## config.mk

```make
export PLATFORM = sky130hd
export DESIGN_NAME = clk_set_ctrl_flat
export DESIGN_NICKNAME = d
export VERILOG_FILES = /design/src/rtl/clk_pkg.sv /design/src/rtl/clk_set_ctrl_if.sv /design/src/rtl/clk_set_ctrl_wrap_updown_cnt.sv /design/src/rtl/clk_set_ctrl.sv /design/src/flat_wrapper.sv
export SDC_FILE = /design/constraint.sdc
export NUM_CORES = 1
export LEC_CHECK = 0
export CORE_AREA = 5 5 80 97
export DETAILED_ROUTE_END_ITERATION = 10
export DIE_AREA = 0 0 85 102
export SLEW_MARGIN = 5
export SYNTH_ARGS = -nofsm -noshare
export SYNTH_HDL_FRONTEND = slang
export SYNTH_SLANG_ARGS = --single-unit
```

## constraint.sdc

```tcl
create_clock -name clk -period 3.4 [get_ports clk]
set_clock_uncertainty 0.2 [all_clocks]
set_input_delay 0.68 -clock clk [delete_from_list [all_inputs] [get_ports clk]]
set_output_delay 0.68 -clock clk [all_outputs]
set_load 0.02 [all_outputs]
```

## src/rtl/clk_pkg.sv

```systemverilog
// Shared constants for the clock-setting controller: field addresses,
// field limits, data width and the edit FSM state encoding.
package clk_pkg;

    localparam int DATA_W   = 6;
    localparam int SEC_MAX  = 59;
    localparam int MIN_MAX  = 59;
    localparam int HOUR_MAX = 23;

    localparam logic [1:0] ADDR_SEC  = 2'b00;
    localparam logic [1:0] ADDR_MIN  = 2'b01;
    localparam logic [1:0] ADDR_HOUR = 2'b10;

    typedef enum logic [1:0] {
        ST_IDLE   = 2'd0,
        ST_EDIT_H = 2'd1,
        ST_EDIT_M = 2'd2,
        ST_EDIT_S = 2'd3
    } state_t;

    // Counter address of the field a state edits; IDLE reports the seconds code.
    function automatic logic [1:0] field_of(input state_t s);
        case (s)
            ST_EDIT_H: field_of = ADDR_HOUR;
            ST_EDIT_M: field_of = ADDR_MIN;
            default:   field_of = ADDR_SEC;
        endcase
    endfunction

endpackage

```

## src/rtl/clk_set_ctrl_if.sv

```systemverilog
// Button/counter-side bundle of the clock-setting controller.
// master = the controller, slave = the debouncers/counters/display side.
interface clk_set_ctrl_if #(parameter int DATA_W = clk_pkg::DATA_W);

    logic              tc_time_base;
    logic              btn_mode;
    logic              btn_up;
    logic              btn_down;
    logic [DATA_W-1:0] cur_sec;
    logic [DATA_W-1:0] cur_min;
    logic [DATA_W-1:0] cur_hour;
    logic              load;
    logic [1:0]        addrs;
    logic [DATA_W-1:0] data_in;
    logic              edit_active;
    logic [1:0]        edit_field;
    logic [DATA_W-1:0] edit_value;
    logic              blink;

    modport master (
        input  tc_time_base, btn_mode, btn_up, btn_down, cur_sec, cur_min, cur_hour,
        output load, addrs, data_in, edit_active, edit_field, edit_value, blink
    );

    modport slave (
        output tc_time_base, btn_mode, btn_up, btn_down, cur_sec, cur_min, cur_hour,
        input  load, addrs, data_in, edit_active, edit_field, edit_value, blink
    );

endinterface

```

## src/rtl/clk_set_ctrl_wrap_updown_cnt.sv

```systemverilog
// Edit-value register: loadable seed (clamped to 0 when above max),
// +1/-1 with wrap in both directions against a runtime max.
module wrap_updown_cnt #(
    parameter int W = 6
) (
    input  logic         clk,
    input  logic         rst_n,
    input  logic         i_load,
    input  logic [W-1:0] i_seed,
    input  logic         i_inc,
    input  logic         i_dec,
    input  logic [W-1:0] i_max,
    output logic [W-1:0] o_value
);

    logic [W-1:0] r_val;

    // Load has priority; inc and dec together cancel out.
    always_ff @(posedge clk or negedge rst_n) begin
        if (!rst_n) begin
            r_val <= '0;
        end else if (i_load) begin
            r_val <= (i_seed > i_max) ? '0 : i_seed;
        end else if (i_inc && !i_dec) begin
            r_val <= (r_val >= i_max) ? '0 : r_val + W'(1);
        end else if (i_dec && !i_inc) begin
            r_val <= (r_val == '0 || r_val > i_max) ? i_max : r_val - W'(1);
        end
    end

    assign o_value = r_val;

endmodule

```

## src/rtl/clk_set_ctrl.sv

```systemverilog
// Front-panel clock-setting controller: mode button walks hour -> minute ->
// second editing, committing each field to the counters with a one-cycle load.
// Editing aborts after TIMEOUT_TICKS seconds without a button press.
module clk_set_ctrl #(
    parameter int DATA_W        = clk_pkg::DATA_W,
    parameter int SEC_MAX       = clk_pkg::SEC_MAX,
    parameter int MIN_MAX       = clk_pkg::MIN_MAX,
    parameter int HOUR_MAX      = clk_pkg::HOUR_MAX,
    parameter int TIMEOUT_TICKS = 10
) (
    input  logic                  clk,
    input  logic                  reset,
    clk_set_ctrl_if.master        bus
);
    import clk_pkg::*;

    localparam int TMO_W = $clog2(TIMEOUT_TICKS + 1);

    state_t              r_state;
    state_t              w_state_nxt;
    logic [TMO_W-1:0]    r_tmo_cnt;
    logic                r_blink;
    logic                r_load;
    logic [1:0]          r_addrs;
    logic [DATA_W-1:0]   r_data_in;

    logic                w_any_btn;
    logic                w_expire;
    logic                w_issue;
    logic                w_cnt_load;
    logic [DATA_W-1:0]   w_seed;
    logic                w_inc;
    logic                w_dec;
    logic [DATA_W-1:0]   w_max;
    logic [DATA_W-1:0]   w_value;

    assign w_any_btn = bus.btn_mode | bus.btn_up | bus.btn_down;
    // A press in the expiring-tick cycle cancels the timeout.
    assign w_expire  = bus.tc_time_base && !w_any_btn &&
                       (r_tmo_cnt == TMO_W'(TIMEOUT_TICKS - 1));

    // Next state plus edit-value control; mode outranks up/down.
    always_comb begin
        w_state_nxt = r_state;
        w_issue     = 1'b0;
        w_cnt_load  = 1'b0;
        w_seed      = '0;
        w_inc       = 1'b0;
        w_dec       = 1'b0;
        case (r_state)
            ST_IDLE: begin
                if (bus.btn_mode) begin
                    w_state_nxt = ST_EDIT_H;
                    w_cnt_load  = 1'b1;
                    w_seed      = bus.cur_hour;
                end
            end
            default: begin
                if (bus.btn_mode) begin
                    w_issue    = 1'b1;
                    w_cnt_load = 1'b1;
                    case (r_state)
                        ST_EDIT_H: begin
                            w_state_nxt = ST_EDIT_M;
                            w_seed      = bus.cur_min;
                        end
                        ST_EDIT_M: begin
                            w_state_nxt = ST_EDIT_S;
                            w_seed      = bus.cur_sec;
                        end
                        default: w_state_nxt = ST_IDLE;
                    endcase
                end else if (w_expire) begin
                    w_state_nxt = ST_IDLE;
                    w_cnt_load  = 1'b1;
                end else begin
                    w_inc = bus.btn_up;
                    w_dec = bus.btn_down;
                end
            end
        endcase
    end

    // Limit of the field being edited next cycle; also clamps the seed on a field change.
    always_comb begin
        case (w_state_nxt)
            ST_EDIT_H: w_max = DATA_W'(HOUR_MAX);
            ST_EDIT_M: w_max = DATA_W'(MIN_MAX);
            ST_EDIT_S: w_max = DATA_W'(SEC_MAX);
            default:   w_max = '0;
        endcase
    end

    wrap_updown_cnt #(.W(DATA_W)) u_val (
        .clk     (clk),
        .rst_n   (reset),
        .i_load  (w_cnt_load),
        .i_seed  (w_seed),
        .i_inc   (w_inc),
        .i_dec   (w_dec),
        .i_max   (w_max),
        .o_value (w_value)
    );

    // State register.
    always_ff @(posedge clk or negedge reset) begin
        if (!reset) r_state <= ST_IDLE;
        else        r_state <= w_state_nxt;
    end

    // Timeout counter: cleared by any press or outside EDIT, counts ticks otherwise.
    always_ff @(posedge clk or negedge reset) begin
        if (!reset)                                r_tmo_cnt <= '0;
        else if (w_state_nxt == ST_IDLE || w_any_btn) r_tmo_cnt <= '0;
        else if (bus.tc_time_base)                 r_tmo_cnt <= r_tmo_cnt + TMO_W'(1);
    end

    // Blink: off in IDLE, on at EDIT entry, toggles per tick while editing.
    always_ff @(posedge clk or negedge reset) begin
        if (!reset)                     r_blink <= 1'b0;
        else if (w_state_nxt == ST_IDLE) r_blink <= 1'b0;
        else if (r_state == ST_IDLE)     r_blink <= 1'b1;
        else if (bus.tc_time_base)       r_blink <= ~r_blink;
    end

    // Commit strobe; address and data hold their last written value between loads.
    always_ff @(posedge clk or negedge reset) begin
        if (!reset) begin
            r_load    <= 1'b0;
            r_addrs   <= ADDR_SEC;
            r_data_in <= '0;
        end else begin
            r_load <= w_issue;
            if (w_issue) begin
                r_addrs   <= field_of(r_state);
                r_data_in <= w_value;
            end
        end
    end

    assign bus.load        = r_load;
    assign bus.addrs       = r_addrs;
    assign bus.data_in     = r_data_in;
    assign bus.edit_active = (r_state != ST_IDLE);
    assign bus.edit_field  = field_of(r_state);
    assign bus.edit_value  = w_value;
    assign bus.blink       = r_blink;

endmodule
```

## src/flat_wrapper.sv

```systemverilog
// flat-port wrapper written by rule: the top's interface ports become plain ports
module clk_set_ctrl_flat import clk_pkg::*;
#(
    parameter int DATA_W        = clk_pkg::DATA_W,
    parameter int SEC_MAX       = clk_pkg::SEC_MAX,
    parameter int MIN_MAX       = clk_pkg::MIN_MAX,
    parameter int HOUR_MAX      = clk_pkg::HOUR_MAX,
    parameter int TIMEOUT_TICKS = 10
)
  (clk, reset, bus_tc_time_base, bus_btn_mode, bus_btn_up, bus_btn_down, bus_cur_sec, bus_cur_min, bus_cur_hour, bus_load, bus_addrs, bus_data_in, bus_edit_active, bus_edit_field, bus_edit_value, bus_blink);
  clk_set_ctrl_if #(.DATA_W(DATA_W)) bus_i ();
  input  logic clk;
  input  logic reset;
  input wire logic [$bits(bus_i.tc_time_base)-1:0] bus_tc_time_base;
  input wire logic [$bits(bus_i.btn_mode)-1:0] bus_btn_mode;
  input wire logic [$bits(bus_i.btn_up)-1:0] bus_btn_up;
  input wire logic [$bits(bus_i.btn_down)-1:0] bus_btn_down;
  input wire logic [$bits(bus_i.cur_sec)-1:0] bus_cur_sec;
  input wire logic [$bits(bus_i.cur_min)-1:0] bus_cur_min;
  input wire logic [$bits(bus_i.cur_hour)-1:0] bus_cur_hour;
  output wire logic [$bits(bus_i.load)-1:0] bus_load;
  output wire logic [$bits(bus_i.addrs)-1:0] bus_addrs;
  output wire logic [$bits(bus_i.data_in)-1:0] bus_data_in;
  output wire logic [$bits(bus_i.edit_active)-1:0] bus_edit_active;
  output wire logic [$bits(bus_i.edit_field)-1:0] bus_edit_field;
  output wire logic [$bits(bus_i.edit_value)-1:0] bus_edit_value;
  output wire logic [$bits(bus_i.blink)-1:0] bus_blink;
  assign bus_i.tc_time_base = bus_tc_time_base;
  assign bus_i.btn_mode = bus_btn_mode;
  assign bus_i.btn_up = bus_btn_up;
  assign bus_i.btn_down = bus_btn_down;
  assign bus_i.cur_sec = bus_cur_sec;
  assign bus_i.cur_min = bus_cur_min;
  assign bus_i.cur_hour = bus_cur_hour;
  assign bus_load = bus_i.load;
  assign bus_addrs = bus_i.addrs;
  assign bus_data_in = bus_i.data_in;
  assign bus_edit_active = bus_i.edit_active;
  assign bus_edit_field = bus_i.edit_field;
  assign bus_edit_value = bus_i.edit_value;
  assign bus_blink = bus_i.blink;
  clk_set_ctrl #(.DATA_W(DATA_W), .SEC_MAX(SEC_MAX), .MIN_MAX(MIN_MAX), .HOUR_MAX(HOUR_MAX), .TIMEOUT_TICKS(TIMEOUT_TICKS)) u_core (.clk(clk), .reset(reset), .bus(bus_i));
endmodule
```

==> results list <==
* Status: completed
* Final-report hold violation count: 0
- Yosys mapped a number of flops with a built-in enable equal to 0.
* Beginning of the worst hold path: u_core.bus.data_in[3]
* Sequential share of the synthesized area: 29.4%
- The tool flagged a number of max-cap violations equal to 0.
- Synthesized area per cell: 8.04 sq um
* Aggregate global routing overflow: 0
* Root buffer cell: clkbuf_8
- After filler insertion, the fill cell instance count of the layout stands at 697.
- In the final layout, the share of cells above drive strength 1 is 22.6%.
- Total Routing Usage GR: 12.6%
* Crit path capture type: flip-flop
* Minimum clock period after layout: 3.32 ns
- On the critical path the largest part of the delay comes from compound AO/OA/AOI/OAI gates.
- Setup slack on the worst reg-to-reg path comes out at 0.14 ns.
* Post-synthesis cell type with the largest combined area: dfrtp_1
* Vias in the first global route: 1937
- Async SR Flop Fraction: 100%
* Largest fanout of any net on the critical path: 10
- Detailed Place HPWL: 4.40 mm
- The final layout contains 356 nets.
* Proportion of netlist area held by the largest area contributor: 29.4%
- After layout, the worst path uses 97.7% of the clock period.
- The path class of the tightest hold or removal check is flip-flop to flip-flop.
* Number of different library cells in the post-synthesis netlist: 47
- Yosys synthesis warning count: 0
- Layout-stage area growth over the synthesis result: 50.9%
* CTS HTree Levels: 1
- In the post-synthesis netlist, the biggest area contributors are dfrtp_1 (29%), ha_1 (13%), nand2_1 (9.2%).
* TritonCTS buffer count: 3
- The worst setup path is launched from a primary input.
* Worst endpoint required time: 3.33 ns
- In this run the critical register-to-register path is launched from u_core.r_state[1].
* Min-Delay Endpoint: u_core.bus.data_in[3]
* DRC violations left: 0
- After synthesis, the most frequently instantiated cells are nand2_1 (46), dfrtp_1 (22), ha_1 (20).
- CTS Buffer Depth: 2
* Antenna violations before repair: 0
- The tree built by TritonCTS fans out to 22 sinks.
- Die span in y: 102 um
* Critical register-to-register path endpoint: u_core.u_val.o_value[4]
* Total iterations of the first detailed-routing run: 4
* CP Class: primary input to flip-flop
- Entering global routing, the biggest net connects 23 pins.
- Most used flip-flop cell after synthesis: dfrtp_1
- At the later pin of the worst-skew pair, clock insertion delay measures 0.26 ns.
- Site row count: 33
- Unrepaired setup endpoints after global routing: true
- Standard cell core area: 6690 sq um
* WL/cell: 13.9 um
- Combined area of all synthesized cells: 1870 sq um
- Max-slew violations: 0
- Initial Util: 28.0%
* Final Worst Setup Slack: 0.0767 ns
* 1st-iter DRT viols: 139
- The count of buffers added on input and output ports is 42.
- Area enclosed by the die boundary: 8670 sq um
- In this run the cell area measured after placement is 2650 sq um.
- Worst setup path start: bus_btn_mode
* Logic depth of the worst setup path including buffers: 11
* Syn Inst Count: 233
- Along the worst hold path, the cell count comes to 2.
- The largest single stage delay on the critical path is 0.46 ns.
- Together, buffers and inverters on the worst path number 2.
- Logic depth of the worst register-to-register path: 15
* Top-count cell post-synth: nand2_1
* Post-CTS clock slew at the launch and capture registers of the worst setup and hold paths: 0.08 ns
* Worst-path cell chain: clkdlybuf4s50_1 -> buf_4 -> o41a_1 -> ha_1 -> and4_4 -> o21a_1 -> o21ai_2 -> nand2_1 -> or3b_2 -> a21boi_1 -> o21ai_1
- Antenna diode count: 0
- At the end of routability-driven placement, the weighted congestion stood at 0.894.
* Maximum clock frequency: 301 MHz
* Data arrival time at the worst-slack endpoint: 3.26 ns
- For this design the static power due to leakage is 1.28 nW.
* Total number of vias: 1971
- Count of state elements after synthesis: 22
- Maximum vdd ir drop: 0.256 mV
* Power per Cell Area: 913 nW/um^2
* Global-route wire length before repair: 8.91 mm
* Antenna violation net count after detailed routing: 0
- Syn nets: 277
* Post-route core utilization: 42.3%
- Layout Cell Area excl Fill: 2830 sq um
- Worst Tran Pin Value: 0.489 ns
- Before CTS, the worst setup slack after placement is -0.548 ns.
* Top-Level Pins: 43
- TritonCTS built the clock tree.
* Setup violations, final: 0
- Summed over all layers, the routed wires come to 5.53 mm.
- Measured against its own limit, the worst slew margin works out to 67.3%.
- Horizontal die dimension: 85 um
- In the routed layout, each cell is associated on average with a via count of 4.96.
- The slowest stage of the critical path belongs to the cell or3b_2.
* Number of hold buffers added after CTS: 0
registers in the layout (all words and copies together), names as in the netlist:
name / cells
u_core.bus.data_in: 6
u_core.u_val.o_value: 6
u_core.r_tmo_cnt: 4
u_core.bus.addrs: 2
u_core.r_state: 2
u_core.bus.blink: 1
u_core.bus.load: 1
tightest hold or removal path, stage by stage, from the launching register on:
cell and delay (ns):
dfrtp_1 0.35, nand2_1 0.05, nand2_1 0.05
layer usage:
metal / wire [um] / GRT usage (%) / part of all wire [%]
met1: 2300 / 14.7 / 42
met2: 2770 / 22.8 / 50
met3: 260 / 1.29 / 4.7
met4: 202 / 6.82 / 3.7
met5: 0 / 0 / 0
logic make-up (layout without fill, tap and decap cells):
group,count (synthesis),count (layout),share of synthesized area [%]
compound gates,64,64,22.7
xor+xnor,7,7,3.27
fa+ha+maj,20,20,13.4
buf+inv,21,98,4.81
flops,22,22,29.4
simple gates,99,99,26.5
how the worst max path moves through the flow:
stage                                         end  slack [ns]
after floorplan           u_core.u_val.o_value[2]        0.01
after global placement    u_core.u_val.o_value[4]       -0.40
after detailed placement  u_core.u_val.o_value[4]       -0.55
after CTS                 u_core.u_val.o_value[4]        0.04
after global routing      u_core.u_val.o_value[5]       -0.02
final                     u_core.u_val.o_value[4]        0.08
area by class of cell:
type | instances | area [sq um] | share of cell area (%)
Multi-Input combinational cell | 190 | 1360 | 48.0
Tap cell | 87 | 109 | 3.85
Timing Repair Buffer | 82 | 721 | 25.5
Sequential cell | 22 | 551 | 19.5
Inverter | 13 | 48.8 | 1.73
Clock buffer | 3 | 41.3 | 1.46
per-stage QoR:
stage                     TNS [ns]  hold WS, ns  power [mW]  instances
after global routing       -0.0717        0.297        2.79        397
after detailed placement     -2.51        0.266        2.18        390
after floorplan                  0        0.184        1.42        233
final                            0        0.276        2.58        397
after CTS                        0        0.286        2.55        397
after global placement       -1.85        0.261        2.15        390
what timing repair did:
action,4_1_cts,5_1_grt
gates resized for setup,20,4
endpoints found under the setup margin,6,6
setup buffers,4,0
pin swaps,10,2
power by group:
| group | switching [mW] | total [mW] | internal [mW] |
|---|---|---|---|
| sequential | 0.118 | 0.463 | 0.345 |
| combinational | 0.965 | 1.96 | 0.991 |
| clock | 0.0845 | 0.164 | 0.0791 |
cell usage in the layout (no fill, tap or decap), drive strengths merged, types with 4 or more instances in the layout:
| master | synthesis | routed |
|---|---|---|
| nor2 | 17 | 17 |
| a22oi | 8 | 8 |
| nor3 | 5 | 5 |
| ha | 20 | 20 |
| dfrtp | 22 | 22 |
| o21ai | 20 | 20 |
| clkdlybuf4s50 | 0 | 39 |
| nor2b | 4 | 4 |
| xnor2 | 4 | 4 |
| a21oi | 13 | 13 |
| or2 | 4 | 4 |
| inv | 12 | 12 |
| nand2 | 46 | 46 |
| buf | 4 | 40 |
Power figures use the tool's default switching activity.
